`src/rtl/seven_seg_scanner.sv`:
```
// ============================================================================
// seven_seg_scanner
//
// Drives a 4-digit multiplexed seven-segment display from a slow scan clock
// level supplied by the clock divider. Each rising edge of seg_clk (sampled in
// the clk domain) advances to the next digit. Between digits all anodes are
// held off for BLANK_CYCLES clk cycles to prevent ghosting.
//
// New display values enter through a valid/ready handshake into a pending
// buffer and are copied to the shadow (displayed) buffer only when the scan
// wraps from digit 3 to digit 0, so a frame never shows a mix of two values.
//
// Handshake: a transfer happens on a clk edge where value_valid && value_ready.
// value_ready is a register equal to "pending buffer empty". The source holds
// value_in/dp_in/value_valid stable while value_ready is low; nothing is ever
// dropped or overwritten.
//
// Ports:
//   clk          in   master clock
//   rst_n        in   asynchronous active-low reset
//   seg_clk      in   scan clock level, synchronous to clk
//   value_in     in   [15:0] four hex digits, digit0 = [3:0]
//   dp_in        in   [3:0] decimal point per digit, 1 = lit
//   value_valid  in   value_in/dp_in offered
//   value_ready  out  pending buffer empty
//   lz_en        in   leading-zero suppression enable (sampled live)
//   an           out  [3:0] anodes, active-low, an[i] selects digit i
//   seg          out  [6:0] segments, active-low, {g,f,e,d,c,b,a}
//   dp           out  decimal point, active-low
//   frame_done   out  one-cycle pulse on the digit3 -> digit0 wrap
//   dbg_state    out  current scan state (0 = BLANK, 1 = SHOW)
// ============================================================================
module seven_seg_scanner #(
    parameter int BLANK_CYCLES = 16,
    parameter int CNT_W        = 8
) (
    input  logic        clk,
    input  logic        rst_n,
    input  logic        seg_clk,
    input  logic [15:0] value_in,
    input  logic [3:0]  dp_in,
    input  logic        value_valid,
    output logic        value_ready,
    input  logic        lz_en,
    output logic [3:0]  an,
    output logic [6:0]  seg,
    output logic        dp,
    output logic        frame_done,
    output logic        dbg_state
);

    typedef enum logic {
        ST_BLANK = 1'b0,
        ST_SHOW  = 1'b1
    } state_t;

    state_t r_state;
    state_t w_state_next;

    logic             r_seg_clk_q;
    logic [CNT_W-1:0] r_cnt;
    logic [1:0]       r_idx;

    logic [15:0]      r_shadow_val;
    logic [3:0]       r_shadow_dp;
    logic [15:0]      r_pend_val;
    logic [3:0]       r_pend_dp;
    logic             r_pend_full;
    logic             r_ready;

    logic [3:0]       r_an;
    logic [6:0]       r_seg;
    logic             r_dp;
    logic             r_frame_done;

    logic             w_rise;
    logic             w_blank_done;
    logic             w_wrap;
    logic             w_accept;
    logic             w_pend_full_next;
    logic [3:0]       w_digit;
    logic             w_suppress;
    logic [6:0]       w_seg_lit;

    // Active-low hex decode, bit order {g,f,e,d,c,b,a}.
    function automatic logic [6:0] hex_decode(input logic [3:0] h);
        logic [6:0] s;
        case (h)
            4'h0: s = 7'h40;
            4'h1: s = 7'h79;
            4'h2: s = 7'h24;
            4'h3: s = 7'h30;
            4'h4: s = 7'h19;
            4'h5: s = 7'h12;
            4'h6: s = 7'h02;
            4'h7: s = 7'h78;
            4'h8: s = 7'h00;
            4'h9: s = 7'h10;
            4'hA: s = 7'h08;
            4'hB: s = 7'h03;
            4'hC: s = 7'h46;
            4'hD: s = 7'h21;
            4'hE: s = 7'h06;
            default: s = 7'h0E;
        endcase
        return s;
    endfunction

    assign w_rise       = seg_clk & ~r_seg_clk_q;
    assign w_blank_done = (r_cnt == CNT_W'(BLANK_CYCLES - 1));
    assign w_wrap       = (r_state == ST_SHOW) && w_rise && (r_idx == 2'd3);
    assign w_accept     = value_valid && r_ready;

    // Accept only happens with pending empty, so it can never coincide with
    // a wrap that drains a full pending buffer.
    assign w_pend_full_next = w_accept ? 1'b1 :
                              (w_wrap ? 1'b0 : r_pend_full);

    // ------------------------------------------------------------------
    // FSM: state register + next-state logic
    // ------------------------------------------------------------------
    always_ff @(posedge clk or negedge rst_n) begin
        if (!rst_n) begin
            r_state <= ST_BLANK;
        end else begin
            r_state <= w_state_next;
        end
    end

    always_comb begin
        w_state_next = r_state;
        case (r_state)
            ST_BLANK: if (w_blank_done) w_state_next = ST_SHOW;
            ST_SHOW:  if (w_rise)       w_state_next = ST_BLANK;
            default:                    w_state_next = ST_BLANK;
        endcase
    end

    // ------------------------------------------------------------------
    // Digit select and leading-zero suppression for the digit about to be
    // shown. A digit is suppressed when it and every digit above it are 0;
    // digit0 is never suppressed so an all-zero value shows "0".
    // ------------------------------------------------------------------
    always_comb begin
        w_digit    = r_shadow_val[3:0];
        w_suppress = 1'b0;
        case (r_idx)
            2'd0: begin
                w_digit    = r_shadow_val[3:0];
                w_suppress = 1'b0;
            end
            2'd1: begin
                w_digit    = r_shadow_val[7:4];
                w_suppress = lz_en && (r_shadow_val[15:4] == 12'h000);
            end
            2'd2: begin
                w_digit    = r_shadow_val[11:8];
                w_suppress = lz_en && (r_shadow_val[15:8] == 8'h00);
            end
            default: begin
                w_digit    = r_shadow_val[15:12];
                w_suppress = lz_en && (r_shadow_val[15:12] == 4'h0);
            end
        endcase
        w_seg_lit = w_suppress ? 7'h7F : hex_decode(w_digit);
    end

    // ------------------------------------------------------------------
    // Scan datapath and registered outputs
    // ------------------------------------------------------------------
    always_ff @(posedge clk or negedge rst_n) begin
        if (!rst_n) begin
            r_seg_clk_q  <= 1'b0;
            r_cnt        <= '0;
            r_idx        <= 2'd0;
            r_an         <= 4'hF;
            r_seg        <= 7'h7F;
            r_dp         <= 1'b1;
            r_frame_done <= 1'b0;
        end else begin
            r_seg_clk_q  <= seg_clk;
            r_frame_done <= 1'b0;
            case (r_state)
                ST_BLANK: begin
                    // Rises during blanking are deliberately ignored.
                    if (w_blank_done) begin
                        r_cnt <= '0;
                        r_an  <= ~(4'b0001 << r_idx);
                        r_seg <= w_seg_lit;
                        r_dp  <= ~r_shadow_dp[r_idx];
                    end else begin
                        r_cnt <= r_cnt + CNT_W'(1);
                    end
                end
                ST_SHOW: begin
                    if (w_rise) begin
                        r_an         <= 4'hF;
                        r_seg        <= 7'h7F;
                        r_dp         <= 1'b1;
                        r_idx        <= r_idx + 2'd1;
                        r_cnt        <= '0;
                        r_frame_done <= (r_idx == 2'd3);
                    end
                end
                default: begin
                    r_cnt <= '0;
                end
            endcase
        end
    end

    // ------------------------------------------------------------------
    // Double buffer: pending (handshake side) -> shadow (display side)
    // ------------------------------------------------------------------
    always_ff @(posedge clk or negedge rst_n) begin
        if (!rst_n) begin
            r_shadow_val <= 16'h0000;
            r_shadow_dp  <= 4'h0;
            r_pend_val   <= 16'h0000;
            r_pend_dp    <= 4'h0;
            r_pend_full  <= 1'b0;
            r_ready      <= 1'b1;
        end else begin
            if (w_wrap && r_pend_full) begin
                r_shadow_val <= r_pend_val;
                r_shadow_dp  <= r_pend_dp;
            end
            if (w_accept) begin
                r_pend_val <= value_in;
                r_pend_dp  <= dp_in;
            end
            r_pend_full <= w_pend_full_next;
            r_ready     <= ~w_pend_full_next;
        end
    end

    assign value_ready = r_ready;
    assign an          = r_an;
    assign seg         = r_seg;
    assign dp          = r_dp;
    assign frame_done  = r_frame_done;
    assign dbg_state   = r_state;

endmodule

```
`config.mk`:
```
export PLATFORM = sky130hd
export DESIGN_NAME = seven_seg_scanner
export DESIGN_NICKNAME = d
export VERILOG_FILES = /design/src/rtl/seven_seg_scanner.sv
export SDC_FILE = /design/constraint.sdc
export NUM_CORES = 1
export LEC_CHECK = 0
export BUFFER_PORTS_ARGS = -buffer_cell sky130_fd_sc_hd__buf_4
export CAP_MARGIN = 30
export CELL_PAD_IN_SITES_DETAIL_PLACEMENT = 1
export CELL_PAD_IN_SITES_GLOBAL_PLACEMENT = 1
export CORE_ASPECT_RATIO = 1.75
export CORE_MARGIN = 3
export CORE_UTILIZATION = 50
export DETAILED_ROUTE_END_ITERATION = 16
export GPL_ROUTABILITY_DRIVEN = 0
export PLACE_DENSITY = 0.93
export SYNTH_ARGS = -nofsm -noshare
export SYNTH_HDL_FRONTEND = slang
export SYNTH_SLANG_ARGS = --single-unit
```
`constraint.sdc`:
```
create_clock -name clk -period 4.3 [get_ports clk]
set_input_delay 0.43 -clock clk [delete_from_list [all_inputs] [get_ports clk]]
set_output_delay 0.43 -clock clk [all_outputs]
set_load 0.01 [all_outputs]
```
==> impl_metrics.ini <==
[placement]
port-buffer-count = 39
place_inst = 360
dp_slack_ps = 1630
detailed_place_hpwl_mm = 5.27

[power_and_ir_drop]
clkPwrFrac_pct = 21.8
power.share.switching_pct = 35.0
p_sw_uw = 928
pwr-share-seq_pct = 43.1
powerDensity_nw_per_um2 = 726
p_leak_uw = 0.00171
vdd_ir_drop_max_mv = 0.380
p_int_uw = 1730
combPwrFrac_pct = 35.1

[synthesis]
seq_area_frac_synth_pct = 54.8
syn_nets = 289
synth_warnings = 0
ys_types = 40
ys.flop_type = dfrtp_1
postSynthCellCount = 252
synth_seq_cells = 67
synthArstFlopShare_pct = 100
syn_avg_cell_area_sq_um = 12.3
synth_edf_count = 0
syn-cell-area_sq_um = 3090

[grt]
antenna_found_initial = 0
grt_pass1_vias = 2337
busiest_layer = met2
overflow = 0
met2_usage_pct = 41.0
grt_max_degree = 68
grt_pass1_wl_mm = 12.1
grtUsageMet1_pct = 24.7
track_usage_pct = 22.9
grt_use_met3_pct = 5.58

[worst_hold_path]
hp-class = input pin to asynchronous set/reset pin

[routing]
wire_per_inst_um = 19.7
drt-total-wl_mm = 7.40
drt_iter0_drc = 96
num_vias = 2164
drc_errors = 0
viasPerCell = 5.77
detail-route-antenna-nets = 0
drtPass1Iterations = 5

[worst_setup_path]
arrival_ps = 3020
worstSetupPathType = flip-flop to flip-flop
cp-start-kind = flip-flop
cp_max_fo = 6
crit_required_ps = 4580
worstSetupEndpointType = flip-flop

[die]
dieWidth_um = 65.4
die_h_um = 110
core_area_sq_um = 5930
io-pin-count = 40
die_area_sq_um = 7200
placementRows = 37
start_util_pct = 52.2

[job]
cap_viol_max_count = 0

[final_layout]
fillers = 661
instances_no_fill = 375
syn_to_final_growth_pct = 18.3
drive_gt1_share_pct = 39.7
diodes = 0
fin_nets = 330

[sta]
fin_ws_ps = 1560
hold_viol = 0
grt_setup_unrepaired = no
slew_viol_final = 0
worst_slew_pin_slew_ps = 914
maxSlewHeadroom_pct = 38.9
final.setup.tns_ps = 0
finalClockSkew_ps = 11.0
max_freq_mhz = 365
finalCritPeriodShare_pct = 63.7
setup_violations = 0
min_period_ps = 2740

[clocking]
cts_hold_buf = 0
root_buffer = clkbuf_8
cts.repair.resized = 0
cts_sinks = 67
cts_setup_buffers = 0
clkTransAtPathRegs_ps = 70
numCtsBuffers = 9
cts.htree.levels = 3
clock_path_buffers = 2
clk_latency_ps = 360
cts_tree = yes

[run_status]
status = finished, final reports clean
worst paths after layout:
path                            slack [ps]                      endpoint  depth (start not counted)                  from
worst min register to register         500            seg[6]$_DFFE_PN1P_                          2    seg[6]$_DFFE_PN1P_
worst min-delay path                   170          r_cnt[2]$_DFFE_PN0P_                          1                 rst_n
max in group asynchronous             3580  r_shadow_val[10]$_DFFE_PN0P_                          1                 rst_n
worst max-delay path                  1560            seg[3]$_DFFE_PN1P_                         10  r_idx[0]$_DFFE_PN0P_
worst max register to register        1560            seg[3]$_DFFE_PN1P_                         10  r_idx[0]$_DFFE_PN0P_
min in group clk                       200         r_seg_clk_q$_DFF_PN0_                          1               seg_clk
routing by layer:
metal	share of wire [%]	routed length [um]
met5	0	0
met2	56	4180
met4	3.3	244
met1	37	2740
met3	3.3	243
metrics by stage:
step                      util (%)  area, sq um  total power [uW]  hold slack [ps]
after detailed placement      58.1         3440              2080              492
after global placement        58.1         3440              1990              484
after floorplan                  -         3090              1730              134
after global routing          61.7         3660              2820              191
after CTS                     61.7         3660              2680              183
final                         61.7         3660              2650              170
Yosys cell counts, types with 4 or more instances:
cell | count | area [sq um]
and3_1 | 5 | 31.3
a21oi_1 | 15 | 75.1
clkbuf_1 | 5 | 18.8
dfrtp_1 | 54 | 1350
nor2_1 | 12 | 45.0
ha_1 | 12 | 150
dfstp_2 | 13 | 342
nand2_1 | 14 | 52.6
nand3b_1 | 4 | 30.0
mux2_2 | 43 | 484
o21ai_0 | 10 | 50.1
buf_2 | 4 | 20.0
inv_1 | 12 | 45.0
nor3_1 | 6 | 30.0
power groups by stage:
| stage | registers, uW | logic, uW | clock network [uW] |
|---|---|---|---|
| floorplan | 1090 | 636 | 0 |
| global placement | 1120 | 871 | 0 |
| detailed placement | 1150 | 928 | 0 |
| CTS | 1140 | 943 | 590 |
| global route | 1170 | 1030 | 616 |
| finish | 1140 | 933 | 579 |
worst max-delay path, cell delays in order, from the launching register on:
cell and delay, ps:
dfrtp_1 450, inv_1 160, ha_1 290, a222oi_1 130, mux2i_1 420, inv_1 190
ha_1 260, mux2i_1 170, a21oi_1 120, o32a_1 310, o22a_1 160
logic make-up (layout without fill, tap and decap cells):
logic type,count (synthesis),count (layout),synth area share [%]
AND/OR/NAND/NOR,60,60,10.5
XOR/XNOR,2,2,0.567
flip-flops,67,67,54.8
adder cells (fa/ha/maj),12,12,4.86
AO/OA/AOI/OAI,43,43,9.19
buffers and inverters,21,66,2.71
multiplexers,47,47,17.4
sequential cells by signal, summed over array words and instances (netlist names):
| name | cells |
|---|---|
| frame_done | 1 |
| an | 4 |
| seg | 7 |
| value_ready | 1 |
| r_shadow_dp | 4 |
| r_idx | 2 |
| r_shadow_val | 16 |
| r_seg_clk_q | 1 |
| r_pend_val | 16 |
| dbg_state | 1 |
| r_pend_dp | 4 |
| dp | 1 |
| r_cnt | 8 |
| r_pend_full | 1 |
cell type report:
type | count | area [sq um] | share of cell area, %
sequential | 67 | 1690 | 46.3
clock buffer | 10 | 138 | 3.76
inverter | 12 | 45.0 | 1.23
tap | 78 | 97.6 | 2.67
multi-input combinational | 164 | 1310 | 35.9
timing repair buffer | 39 | 293 | 8.01
clock inverter | 5 | 77.6 | 2.12
layout by cell type (no fill, tap or decap), types with 2 or more instances in the layout:
master,count
ha_1,12
a21oi_1,15
and2_1,3
nand3b_1,4
a221oi_1,2
nor2_1,12
o21ai_0,10
nand3_1,2
xnor2_1,2
inv_1,12
o32a_1,2
mux2i_1,3
nand2_1,14
bufinv_16,2
dfstp_2,13
a22o_1,2
mux2_2,43
nor2b_1,2
buf_4,39
nor3_1,6
clkbuf_8,10
and3_1,5
clkinv_2,2
a222oi_1,3
a31oi_1,2
or2_2,3
dfrtp_1,54
nor4_1,3
No activity file was read; power rests on OpenSTA's default activity.
